## config.mk

```make
export PLATFORM = sky130hd
export DESIGN_NAME = pheap_level_engine
export DESIGN_NICKNAME = d
export VERILOG_FILES = /design/src/rtl/pheap_level_engine.sv
export SDC_FILE = /design/constraint.sdc
export NUM_CORES = 1
export LEC_CHECK = 0
export CAP_MARGIN = 20
export CORE_MARGIN = 2
export CORE_UTILIZATION = 41
export CTS_CLUSTER_DIAMETER = 50
export DETAILED_ROUTE_END_ITERATION = 7
export PLACE_DENSITY = 0.89
export SLEW_MARGIN = 25
export SYNTH_ARGS = -nofsm -noshare
export SYNTH_HDL_FRONTEND = slang
export SYNTH_SLANG_ARGS = --single-unit
```

## constraint.sdc

```tcl
create_clock -name clk -period 10 [get_ports clk]
set_clock_uncertainty 0.05 [all_clocks]
set_input_delay 2 -clock clk [delete_from_list [all_inputs] [get_ports clk]]
set_output_delay 2 -clock clk [all_outputs]
set_load 0.02 [all_outputs]
```

## src/rtl/pheap_level_engine.sv

```systemverilog
// One heap-level step engine for a pipelined min-heap: reads a node and its two
// children, writes the node back and either finishes or forwards an item downward.
module pheap_level_engine #(
  parameter int LEVEL  = 2,
  parameter int LEVELS = 4,
  parameter int KEY_W  = 16,
  parameter int VAL_W  = 16,
  localparam int KV_W  = KEY_W + VAL_W,
  localparam int CNT_W = LEVELS,
  localparam int ENT_W = 1 + CNT_W + KV_W
) (
  input  logic               clk,
  input  logic               rst,
  input  logic               start,
  input  logic [1:0]         op,
  input  logic [KV_W-1:0]    in,
  input  logic [LEVEL-2:0]   startPos,
  input  logic [ENT_W-1:0]   rTop,
  input  logic [ENT_W-1:0]   rBotL,
  input  logic [ENT_W-1:0]   rBotR,
  output logic [LEVEL-2:0]   raddrTop,
  output logic [LEVEL-2:0]   raddrBot,
  output logic               wenTop,
  output logic [LEVEL-2:0]   wraddrTop,
  output logic [ENT_W-1:0]   wData,
  output logic               active,
  output logic [1:0]         done,
  output logic [KV_W-1:0]    out,
  output logic [LEVEL-1:0]   endPos
);
  typedef enum logic [1:0] {S_IDLE, S_READ, S_WRITE} state_t;

  localparam logic [1:0] OP_FREE = 2'd0, OP_LENQ = 2'd1, OP_LDEQ = 2'd2, OP_LREPL = 2'd3;
  localparam logic [1:0] D_IDLE = 2'd0, D_BUSY = 2'd1, D_DONE = 2'd2, D_NEXT = 2'd3;
  localparam int SUB_I = (1 << (LEVELS - LEVEL)) - 1;
  localparam logic [CNT_W:0] SUB_S = (CNT_W+1)'(SUB_I);

  state_t              state_q, state_d;
  logic [1:0]          op_q, op_d, done_q, done_d;
  logic [KV_W-1:0]     in_q, in_d;
  logic [LEVEL-2:0]    pos_q, pos_d, raddr_q, raddr_d, wraddr_q, wraddr_d;
  logic                active_q, active_d, wen_q, wen_d;

  // Entry field decode: valid | cnt | key | value
  logic              top_v, l_v, r_v;
  logic [CNT_W-1:0]  top_cnt, l_cnt, r_cnt;
  logic [KEY_W-1:0]  top_key, l_key, r_key, in_key, pick_key;
  logic [KV_W-1:0]   top_kv, l_kv, r_kv, pick_kv;
  logic [CNT_W:0]    occ_l, occ_r;
  logic              pick_r, any_child;

  assign top_v   = rTop[ENT_W-1];
  assign l_v     = rBotL[ENT_W-1];
  assign r_v     = rBotR[ENT_W-1];
  assign top_cnt = rTop[ENT_W-2 -: CNT_W];
  assign l_cnt   = rBotL[ENT_W-2 -: CNT_W];
  assign r_cnt   = rBotR[ENT_W-2 -: CNT_W];
  assign top_kv  = rTop[KV_W-1:0];
  assign l_kv    = rBotL[KV_W-1:0];
  assign r_kv    = rBotR[KV_W-1:0];
  assign top_key = top_kv[KV_W-1 -: KEY_W];
  assign l_key   = l_kv[KV_W-1 -: KEY_W];
  assign r_key   = r_kv[KV_W-1 -: KEY_W];
  assign in_key  = in_q[KV_W-1 -: KEY_W];

  assign occ_l = {1'b0, l_cnt} + (CNT_W+1)'(l_v);
  assign occ_r = {1'b0, r_cnt} + (CNT_W+1)'(r_v);

  // Smaller valid child wins; ties and an invalid right child go left
  assign pick_r    = r_v && (!l_v || (r_key < l_key));
  assign pick_kv   = pick_r ? r_kv : l_kv;
  assign pick_key  = pick_kv[KV_W-1 -: KEY_W];
  assign any_child = l_v | r_v;

  logic [ENT_W-1:0] wdata_w;
  logic [KV_W-1:0]  out_w;
  logic             dir_w;
  logic [1:0]       done_w;

  always_comb begin
    wdata_w = '0;
    out_w   = '0;
    dir_w   = 1'b0;
    done_w  = D_DONE;
    case (op_q)
      OP_LENQ: begin
        if (!top_v) begin
          wdata_w = {1'b1, {CNT_W{1'b0}}, in_q};
        end else if (occ_l >= SUB_S && occ_r >= SUB_S) begin
          // Subtree already full: leave node intact and drop the item
          wdata_w = rTop;
        end else begin
          dir_w  = (occ_l >= SUB_S);
          done_w = D_NEXT;
          if (in_key < top_key) begin
            wdata_w = {1'b1, top_cnt + CNT_W'(1), in_q};
            out_w   = top_kv;
          end else begin
            wdata_w = {1'b1, top_cnt + CNT_W'(1), top_kv};
            out_w   = in_q;
          end
        end
      end
      OP_LDEQ: begin
        if (any_child) begin
          wdata_w = {1'b1, top_cnt - CNT_W'(1), pick_kv};
          dir_w   = pick_r;
          done_w  = D_NEXT;
        end
      end
      OP_LREPL: begin
        if (any_child && (pick_key < in_key)) begin
          wdata_w = {1'b1, top_cnt, pick_kv};
          out_w   = in_q;
          dir_w   = pick_r;
          done_w  = D_NEXT;
        end else begin
          wdata_w = {1'b1, top_cnt, in_q};
        end
      end
      default: ;
    endcase
  end

  always_comb begin
    state_d = state_q;
    op_d    = op_q;
    in_d    = in_q;
    pos_d   = pos_q;
    done_d  = done_q;
    case (state_q)
      S_IDLE: begin
        if (start && op != OP_FREE) begin
          state_d = S_READ;
          op_d    = op;
          in_d    = in;
          pos_d   = startPos;
        end
      end
      S_READ:  state_d = S_WRITE;
      S_WRITE: begin
        state_d = S_IDLE;
        done_d  = D_DONE;
      end
      default: state_d = S_IDLE;
    endcase
    active_d = (state_d != S_IDLE);
    wen_d    = (state_d == S_WRITE);
    raddr_d  = (state_d == S_READ)  ? pos_d : '0;
    wraddr_d = (state_d == S_WRITE) ? pos_d : '0;
  end

  always_ff @(posedge clk) begin
    if (rst) begin
      state_q  <= S_IDLE;
      op_q     <= OP_FREE;
      in_q     <= '0;
      pos_q    <= '0;
      done_q   <= D_IDLE;
      active_q <= 1'b0;
      wen_q    <= 1'b0;
      raddr_q  <= '0;
      wraddr_q <= '0;
    end else begin
      state_q  <= state_d;
      op_q     <= op_d;
      in_q     <= in_d;
      pos_q    <= pos_d;
      done_q   <= done_d;
      active_q <= active_d;
      wen_q    <= wen_d;
      raddr_q  <= raddr_d;
      wraddr_q <= wraddr_d;
    end
  end

  assign raddrTop  = raddr_q;
  assign raddrBot  = raddr_q;
  assign wenTop    = wen_q;
  assign wraddrTop = wraddr_q;
  assign active    = active_q;
  assign wData     = wen_q ? wdata_w : '0;
  assign out       = wen_q ? out_w : '0;
  assign endPos    = wen_q ? {pos_q, dir_w} : '0;
  assign done      = (state_q == S_READ)  ? D_BUSY :
                     (state_q == S_WRITE) ? done_w : done_q;
endmodule

```

==> summary.txt <==
Worst-Margin Slew -> 0.8766 ns
Final Hold Vio Count -> 0
R2r setup slk -> 8.08 ns
Layout cells sized above 1 -> 6.380%
Worst skew pair latency -> 0.28 ns
Vias in the first global route -> 5336
Met2 WL -> 8454 um
Slew Viols, Final -> 0
Syn. warnings -> 0
DR pass1 iterations -> 7
Core area -> 10370 um2
Met3 routed WL -> 1773 um
Mapped cell area -> 4385 um2
CP Launch Type -> input port
Fmax -> 102.5 MHz
Vias/cell -> 5.887
Die width -> 107.4 um
Max-Cap Viols -> 0
Slew margin rel. -> 41.37%
Overall power -> 0.4947 mW
Metal1 wirelength -> 6455 um
Inserted Clock Buffers -> 5
ANT nets after route -> 0
Synth-to-Final Area Change -> 55.81%
CP arrival -> 7.70 ns
Cell Rows -> 37
Layout net count -> 967
Worst slack, placed -> 0.1838 ns
Synth unique cells -> 56
CP Data Required Time -> 7.95 ns
H-tree depth -> 2
Critical path class -> input port to output port
Uppermost routed layer -> met4
RD Place Congestion -> 0.9028
Mapped Cells -> 557
Area of the die -> 11540 um2
Drt first-iter violations -> 431
Ant diodes -> 0
EDFF count, synth -> 0
CP Capture Type -> output port
Vias -> 5322
Syn Area/Cell -> 7.873 um2
Clock slew at reported path FFs -> 0.08 ns
Yosys top cell area share -> 18.72%
Total GRT Usage -> 28.02%
Sequential-to-total area share from yosys stat -> 18.72%
Clk root buf -> clkbuf_8
VDD IR max -> 0.00007460 V
Leak pwr -> 2.707 nW
CTS tree -> done
Routed len/inst -> 19.06 um
Critical path cell sequence -> clkdlybuf4s50_1 > inv_1 > ha_1 > nand4_1 > or2_1 > a2111o_1 > a31oi_4 > mux2_2 > ha_1 > a21oi_1 > o21ai_1 > a221o_1 > nor4_2 > a211oi_2 > o41ai_4 > buf_4 > a22o_1 > clkdlybuf4s50_1
Final non-filler cell total -> 904
Largest net degree at the start of global routing -> 41
Top cells by area, synth -> dfxtp_1 (19%), ha_1 (15%), a221o_1 (7.5%), nand2_1 (7.3%), a22o_1 (6.6%)
Port Buf Inserts -> 226
Total Neg Setup Slack -> 0 ns
Wirelength, routed -> 17230 um
Register bit total from synthesis -> 41
Initial antenna violation count -> 0
Synthesized net count -> 757
Final worst path period share -> 97.53%
Die Y -> 107.4 um
DRC Markers -> 0
Top delay family on crit path -> compound AO/OA/AOI/OAI gates
Final Core Density -> 65.89%
Design Area, Final -> 6833 um2
Post-DP Area -> 6740 um2
Critical Path Max Stage Delay -> 0.61 ns
Crit-path slowest cell -> clkdlybuf4s50_1
Worst-case clock buffer depth -> 2
Hold_sp -> done_q[1]$_SDFFE_PP0P_
Synth area leader -> dfxtp_1
Initial core utilization -> 42.29%
Grt ovf -> 0
First-pass GRT wire length -> 25840 um
Pwr dens -> 72.40 nW/um2
HP Class -> flop to flop
Reg2reg start -> wenTop$_SDFF_PP0_
Worst path bufs/invs -> 4
Final WS setup -> 0.2468 ns
Top Ports -> 227
RSZ-0062 raised after global routing -> false
Crit path time final -> 9.753 ns
Crit. Startpoint -> rBotL[29]
Final Setup Violations -> 0
DP Wirelength -> 13230 um
Sink Count -> 41
Run status -> finished clean
Synth Flop Type -> dfxtp_1
Dpl cells -> 895
Largest fanout on the critical path -> 17
FFs w/ async S/R, synth -> 0%
Hold_ws -> 0.4223 ns
## cell families after synthesis
family	after synthesis	share of synthesized area (%)
and+or+nand+nor	175	19.40
xor gates and xnor gates	1	0.1998
AOI/OAI and AO/OA	168	30.07
buffers and inverters	87	8.844
muxes	34	8.217
DFF	41	18.72
adders and majority gates	51	14.55
## cell usage after synthesis (3+ instances only)
library cell,number
nand2_1,85
and2_1,4
a21o_1,5
nor3_1,22
nor3b_1,15
inv_1,51
ha_1,51
nand4_1,5
nand3_1,4
dfxtp_1,41
buf_4,3
a21oi_1,52
buf_6,6
nor2b_1,6
a22o_1,33
a221oi_1,3
a221o_1,33
mux2i_1,18
a31oi_1,4
buf_2,4
o21ai_0,12
clkbuf_1,23
mux2_2,16
nor2_1,18
## layer usage
layer / vias up / global-route usage, %
met5: - / 0
met4: 0 / 9.982
met3: 47 / 4.964
met2: 337 / 51.27
met1: 2447 / 32.52
li1: 2491 / -
## path summary, 6_finish.rpt
path	end	cells after the start
hold / removal	done_q[1]$_SDFFE_PP0P_	2
setup reg to reg	wraddrTop$_SDFF_PP0_	4
setup / recovery	out[25]	18
hold reg to reg	done_q[1]$_SDFFE_PP0P_	2
## worst reg2reg max path: stages, from the launching register on
cell     delay [ns]
dfxtp_1        0.46
nor2_1         0.20
o211a_2        0.69
mux2i_1        0.32
nor3_1         0.07
## state kept, by name (all words and copies together), names as in the netlist
register	count
state_q	1
wenTop	1
active	1
wraddrTop	1
done_q	1
raddrBot	1
pos_q	1
op_q	2
in_q	32
## cell type report
type                       instances  area (um2)
fill                             888        3537
multi-input combinational        430        3218
timing repair buffer             238        2352
sequential                        41       820.8
inverter                          51       191.4
tap                              136       170.2
clock buffer                       8       80.08
## placed cells by master (no fill, tap or decap), types with 6 or more instances in the layout
cell type        instances
buf_4                   12
ha_1                    51
mux2i_1                 18
clkdlybuf4s50_1        226
a22o_1                  33
dfxtp_1                 41
nor3b_1                 15
mux2_2                  16
inv_1                   51
nor3_1                  21
a21oi_1                 52
a221o_1                 33
nor2b_1                  6
nor2_1                  18
nand2_1                 85
o21ai_0                 12
## power by group
group | total [mW] | leakage (nW) | internal, mW | switching, mW
clock network | 0.106 | 0.0395 | 0.0497 | 0.0559
logic | 0.204 | 2.33 | 0.109 | 0.0949
registers | 0.185 | 0.336 | 0.173 | 0.0126
total | 0.495 | 2.71 | 0.331 | 0.163
## what timing repair did
item,4_1_cts,5_1_grt
gates resized for setup,0,1
hold buffers,0,0
endpoints found under the setup margin,0,32
buffers inserted,0,0
endpoints found under the hold margin,0,0
(Power assumes the default switching activity.)
==> edit 1 (same flow settings) <==
`VAL_W`: 16 -> 32.
--- a/src/rtl/pheap_level_engine.sv
+++ b/src/rtl/pheap_level_engine.sv
@@ -5,5 +5,5 @@
   parameter int LEVELS = 4,
   parameter int KEY_W  = 16,
-  parameter int VAL_W  = 16,
+  parameter int VAL_W  = 32,
   localparam int KV_W  = KEY_W + VAL_W,
   localparam int CNT_W = LEVELS,
Interface: changed (6 resized); port bits go from 227 to 323. The function was not compared with the original's and may differ.
==> edit 1 against the original RTL <==
  * Combinational power increased by 23%
  * Design area is 32% higher
  * Routed wire length grew 35%
  * Synthesized area grew 23%
  * Sequential cell count increased by 16
  * Setup slack gained 0.12 ns
  * Total power up 61%
  * Largest power group is now clock
==> edit 1: results (changes against the original RTL) <==
* First-pass DRT Iterations at 6 (-1)
* VDD IR-drop max at 0.00006042 V (-19%)
* GP Congestion at 0.9482 (+5.0%)
* Status: complete, no violations
* Slowest CP cell: clkdlybuf4s50_1
* Port Buffers at 322 (+42%)
* CTS H-tree lvls at 3 (+1)
* Vias in the first global route at 6567 (+23%)
* Int Pwr at 0.5412 mW (+63%)
* R2R setup slack at 8.10 ns (+0.02 ns)
* Proportion of layout cells with a drive suffix above 1 at 3.700% (-2.7 points)
* Final Max Tran Viols at 0 (unchanged)
* Seq/Total Area, Yosys at 21.23% (+2.5 points)
* CTS Buffer Depth at 2 (unchanged)
* Reg clk slew, reported paths at 0.05 ns (-0.03 ns)
* Synthesized Nets at 996 (+32%)
* Number of synthesis warnings at 0 (unchanged)
* Most common cell in the netlist: nand2_1
* DR WL/cell at 19.34 um (+1.5%)
* DRC viols at 0 (unchanged)
* Combinational power share at 31.5% (-9.7 points)
* Leakage at 3.533 nW (+30%)
* R2r endpoint: in_q[33]
* Detailed-route via count at 6917 (+30%)
* Cts bufs inserted at 9 (+4)
* Top cells by area, synth: dfxtp_1 (21%), ha_1 (12%), nand2_1 (9.6%)
* Clk Latency, worst-skew pair at 0.33 ns (+0.05 ns)
* R2R depth at 5 (+1)
* Post-synth top cells: nand2_1 (138), a21oi_1 (78), dfxtp_1 (57)
* Biggest registers after layout: in_q: 48 flops, op_q: 2 flops, state_q: 2 flops
* Largest net degree at the start of global routing at 57 (+39%)
* Antenna violations before repair at 0 (unchanged)
* Cell variety after synth at 44 (-21%)
* Post-synth ARST share at 0% (unchanged)
* CP delay by family, top: compound AO/OA/AOI/OAI gates
* Dpl hpwl at 17600 um (+33%)
* Worst-Margin Slew at 1.038 ns (+0.1617 ns)
* Crit Path Max Fanout at 26 (+9)
* Clock tree root buffer cell: clkbuf_16
* Nets at 1286 (+33%)
* DR iter-0 viols at 571 (+32%)
* Total GRT Usage at 31.52% (+3.5 points)
* Max stage delay on crit path at 0.61 ns (about the same)
* CTS resizes at 0 (unchanged)
* First-pass GRT wire length at 35530 um (+37%)
* Top_reg_cell synth: dfxtp_1
* Worst r2r src: state_q[1]
* Pre-CTS setup slack at 0.4218 ns (+0.2380 ns)
* CP Data Arrival Time at 7.58 ns (-0.12 ns)
[edit 1: logic make-up after synthesis]
family                     count (synthesis)  share of synthesized area (%)
and+or+nand+nor                          251                          20.67
AOI/OAI and AO/OA                        234                          31.54
buffers and inverters                    103                          7.984
DFF                                       57                          21.23
adders and majority gates                 51                          11.87
muxes                                     35                          6.541
xor gates and xnor gates                   1                         0.1630
[edit 1: cell type report]
cell class,count,area [um^2]
multi-input cells,572,3862
fillers,1045,3725
repair buffers,332,3308
flip-flops and latches,57,1141
clock buffers,9,225.2
well taps,172,215.2
inverters,50,187.7
clock inverters,7,57.56
[edit 1: tightest hold or removal path: stages, from the launching register on]
cell and delay (ns):
dfxtp_1 0.31, a21oi_1 0.04, nor2_1 0.07
[edit 1: power groups by stage]
stage | sequential, mW | combinational, mW | clock (mW)
after global placement | 0.259 | 0.241 | 0
final | 0.256 | 0.251 | 0.289
after global routing | 0.257 | 0.274 | 0.302
after detailed placement | 0.260 | 0.247 | 0
after CTS | 0.255 | 0.248 | 0.292
after floorplan | 0.256 | 0.116 | 0
[edit 1: stage by stage]
stage	area (um^2)	hold WS [ns]	util (%)	std cells
global route	8997	0.4375	70.72	1199
finish	8997	0.4036	70.72	1199
floorplan	5375	0.3738	-	732
global placement	8710	0.3871	68.46	1183
detailed placement	8715	0.3977	68.50	1183
CTS	8997	0.4103	70.72	1199
[edit 1: routing by layer]
layer | vias to the layer above | routed length [um] | track usage, %
met1 | 3184 | 8830 | 37.00
met2 | 418 | 11340 | 54.99
li1 | 3244 | - | -
met4 | 0 | 876 | 13.39
met5 | - | 0 | 0
met3 | 71 | 2136 | 7.095
[edit 1: worst max-delay path by stage]
| stage | end | from | cells past startpoint | slack, ns |
|---|---|---|---|---|
| 2_1_floorplan | out[17] | rBotL[33] | 21 | 1.54 |
| 3_3_place_gp | wData[44] | rBotL[33] | 20 | 0.54 |
| 3_5_place_dp | out[32] | rBotL[33] | 20 | 0.42 |
| 4_1_cts | out[32] | rBotL[33] | 20 | 0.42 |
| 5_1_grt | out[27] | rBotL[33] | 20 | 0.03 |
| 6_report | out[32] | rBotL[33] | 20 | 0.37 |
==> edit 2 (same settings) <==
Without the edit above. Take the reset off `in_q` and load it in a clocked block of its own.
--- a/src/rtl/pheap_level_engine.sv
+++ b/src/rtl/pheap_level_engine.sv
@@ -155,5 +155,4 @@
       state_q  <= S_IDLE;
       op_q     <= OP_FREE;
-      in_q     <= '0;
       pos_q    <= '0;
       done_q   <= D_IDLE;
@@ -165,5 +164,4 @@
       state_q  <= state_d;
       op_q     <= op_d;
-      in_q     <= in_d;
       pos_q    <= pos_d;
       done_q   <= done_d;
@@ -173,4 +171,8 @@
       wraddr_q <= wraddr_d;
     end
+  end
+
+  always_ff @(posedge clk) begin
+    in_q <= in_d;
   end
 
Formal check against the unedited RTL: same outputs for any inputs over 10 cycles, from zero or initial values and one cycle with rst high; that may be too few to reach the edited logic, so the function may still have changed.
==> edit 2 against the original RTL <==
  * Sequential cell count unchanged
  * Die area down 5.6%
  * Core utilization up 2.5 points
  * Clock power up 24%
  * Sequential share of layout area up 5.1 points
  * Register-to-register slack better by 0.17 ns
  * Synthesized cell count down 21%
  * Synthesized area down 5.8%
  * Total power up 4.5%
  * Design area down 2.2%
  * Routed wire length down 13%
  * Setup slack better by 0.38 ns
  * Cell count down 12%
  * Via count down 16%
==> edit 2: results (changes against the original RTL) <==
* Status: complete, no violations
* Worst-Margin Slew at 0.8842 ns (+0.007652 ns)
* Top Layer Used: met4
* CTS Buffer Depth at 2 (unchanged)
* Met2 WL at 7736 um (-8.5%)
* Avg Inst Size Synth at 9.347 um^2 (+19%)
* Dpl hpwl at 12200 um (-7.8%)
* Post-synth top cells: inv_1 (53), ha_1 (51), and2_1 (34)
* Total GRT Usage at 26.68% (-1.3 points)
* Final Instance Count excl. Fillers at 796 (-12%)
* Seq/Total Area, Yosys at 27.62% (+8.9 points)
* Cells after DPL at 788 (-12%)
* Top cells by area, synth: edfxtp_1 (23%), ha_1 (15%), mux2_2 (8.7%)
* Largest net degree at the start of global routing at 36 (-12%)
* Routed met3 length at 1103 um (-38%)
* EDFF count, synth at 32 (+32)
* DR iter-0 viols at 245 (-43%)
* Crit Path Max Fanout at 24 (+7)
* Max-Cap Viols at 0 (unchanged)
* Met1 wire length at 5774 um (-11%)
* # fillers at 752 (-15%)
* Final Hold Slack at 0.4091 ns (-0.01312 ns)
* R2R setup slack at 8.25 ns (+0.17 ns)
* Placed instance area at 6575 um^2 (-2.5%)
* Cell variety after synth at 48 (-14%)
* Max stage delay on crit path at 0.56 ns (-0.05 ns)
* First-pass GRT wire length at 23580 um (-8.8%)
* R2R depth at 6 (+2)
* Vias in the first global route at 4700 (-12%)
* Post-Route WL at 14920 um (-13%)
* Leakage at 2.759 nW (+1.9%)
* Top_reg_cell synth: edfxtp_1
* Nets at 862 (-11%)
* GP Congestion at 0.9040 (+0.13%)
* Proportion of layout cells with a drive suffix above 1 at 8.899% (+2.5 points)
==> edit 2: report_power, final <==
part	total [mW]	internal (mW)	switching, mW
Combinational	0.181	0.103	0.0776
Sequential	0.205	0.196	0.00962
Clock	0.131	0.0735	0.0575
==> edit 2: worst min-delay path: stages, from the launching register on <==
cell,delay [ns]
dfxtp_1,0.32
a21oi_1,0.05
nor2_1,0.07
==> edit 2: layout make-up <==
type / count / area, um^2 / share of cell area (%)
repair buffers: 235 / 2342 / 35.04
inverters: 53 / 198.9 / 2.976
flip-flops and latches: 41 / 1141 / 17.07
well taps: 133 / 166.4 / 2.489
multi-input cells: 326 / 2726 / 40.78
clock buffers: 5 / 68.82 / 1.029
clock inverters: 3 / 41.29 / 0.6176
==> edit 2: per-layer routing <==
metal  up-vias  track usage, %
met2       194           49.35
met5         -               0
met3        25           5.890
met1      2109           31.04
li1       2117               -
met4         0           6.371
==> edit 2: how the worst max path moves through the flow <==
stage | start | endpoint | slack [ns] | cells after the start
2_1_floorplan | rBotL[25] | wData[10] | 2.08 | 17
3_3_place_gp | rBotL[18] | wData[23] | 0.87 | 19
3_5_place_dp | rBotL[19] | wData[4] | 0.78 | 18
4_1_cts | rBotL[30] | wData[4] | 0.72 | 18
5_1_grt | rBotL[30] | wData[7] | 0.45 | 18
6_report | rBotL[30] | wData[4] | 0.63 | 18
==> edit 2: cell families (layout without fill, tap and decap cells) <==
logic type / after synthesis / count (layout) / synth area share, %
compound gates: 135 / 135 / 26.83
xor+xnor: 2 / 2 / 0.4241
fa+ha+maj: 51 / 51 / 15.45
buf+inv: 75 / 296 / 7.147
flops: 41 / 41 / 27.62
mux: 34 / 34 / 9.207
simple gates: 104 / 104 / 13.33
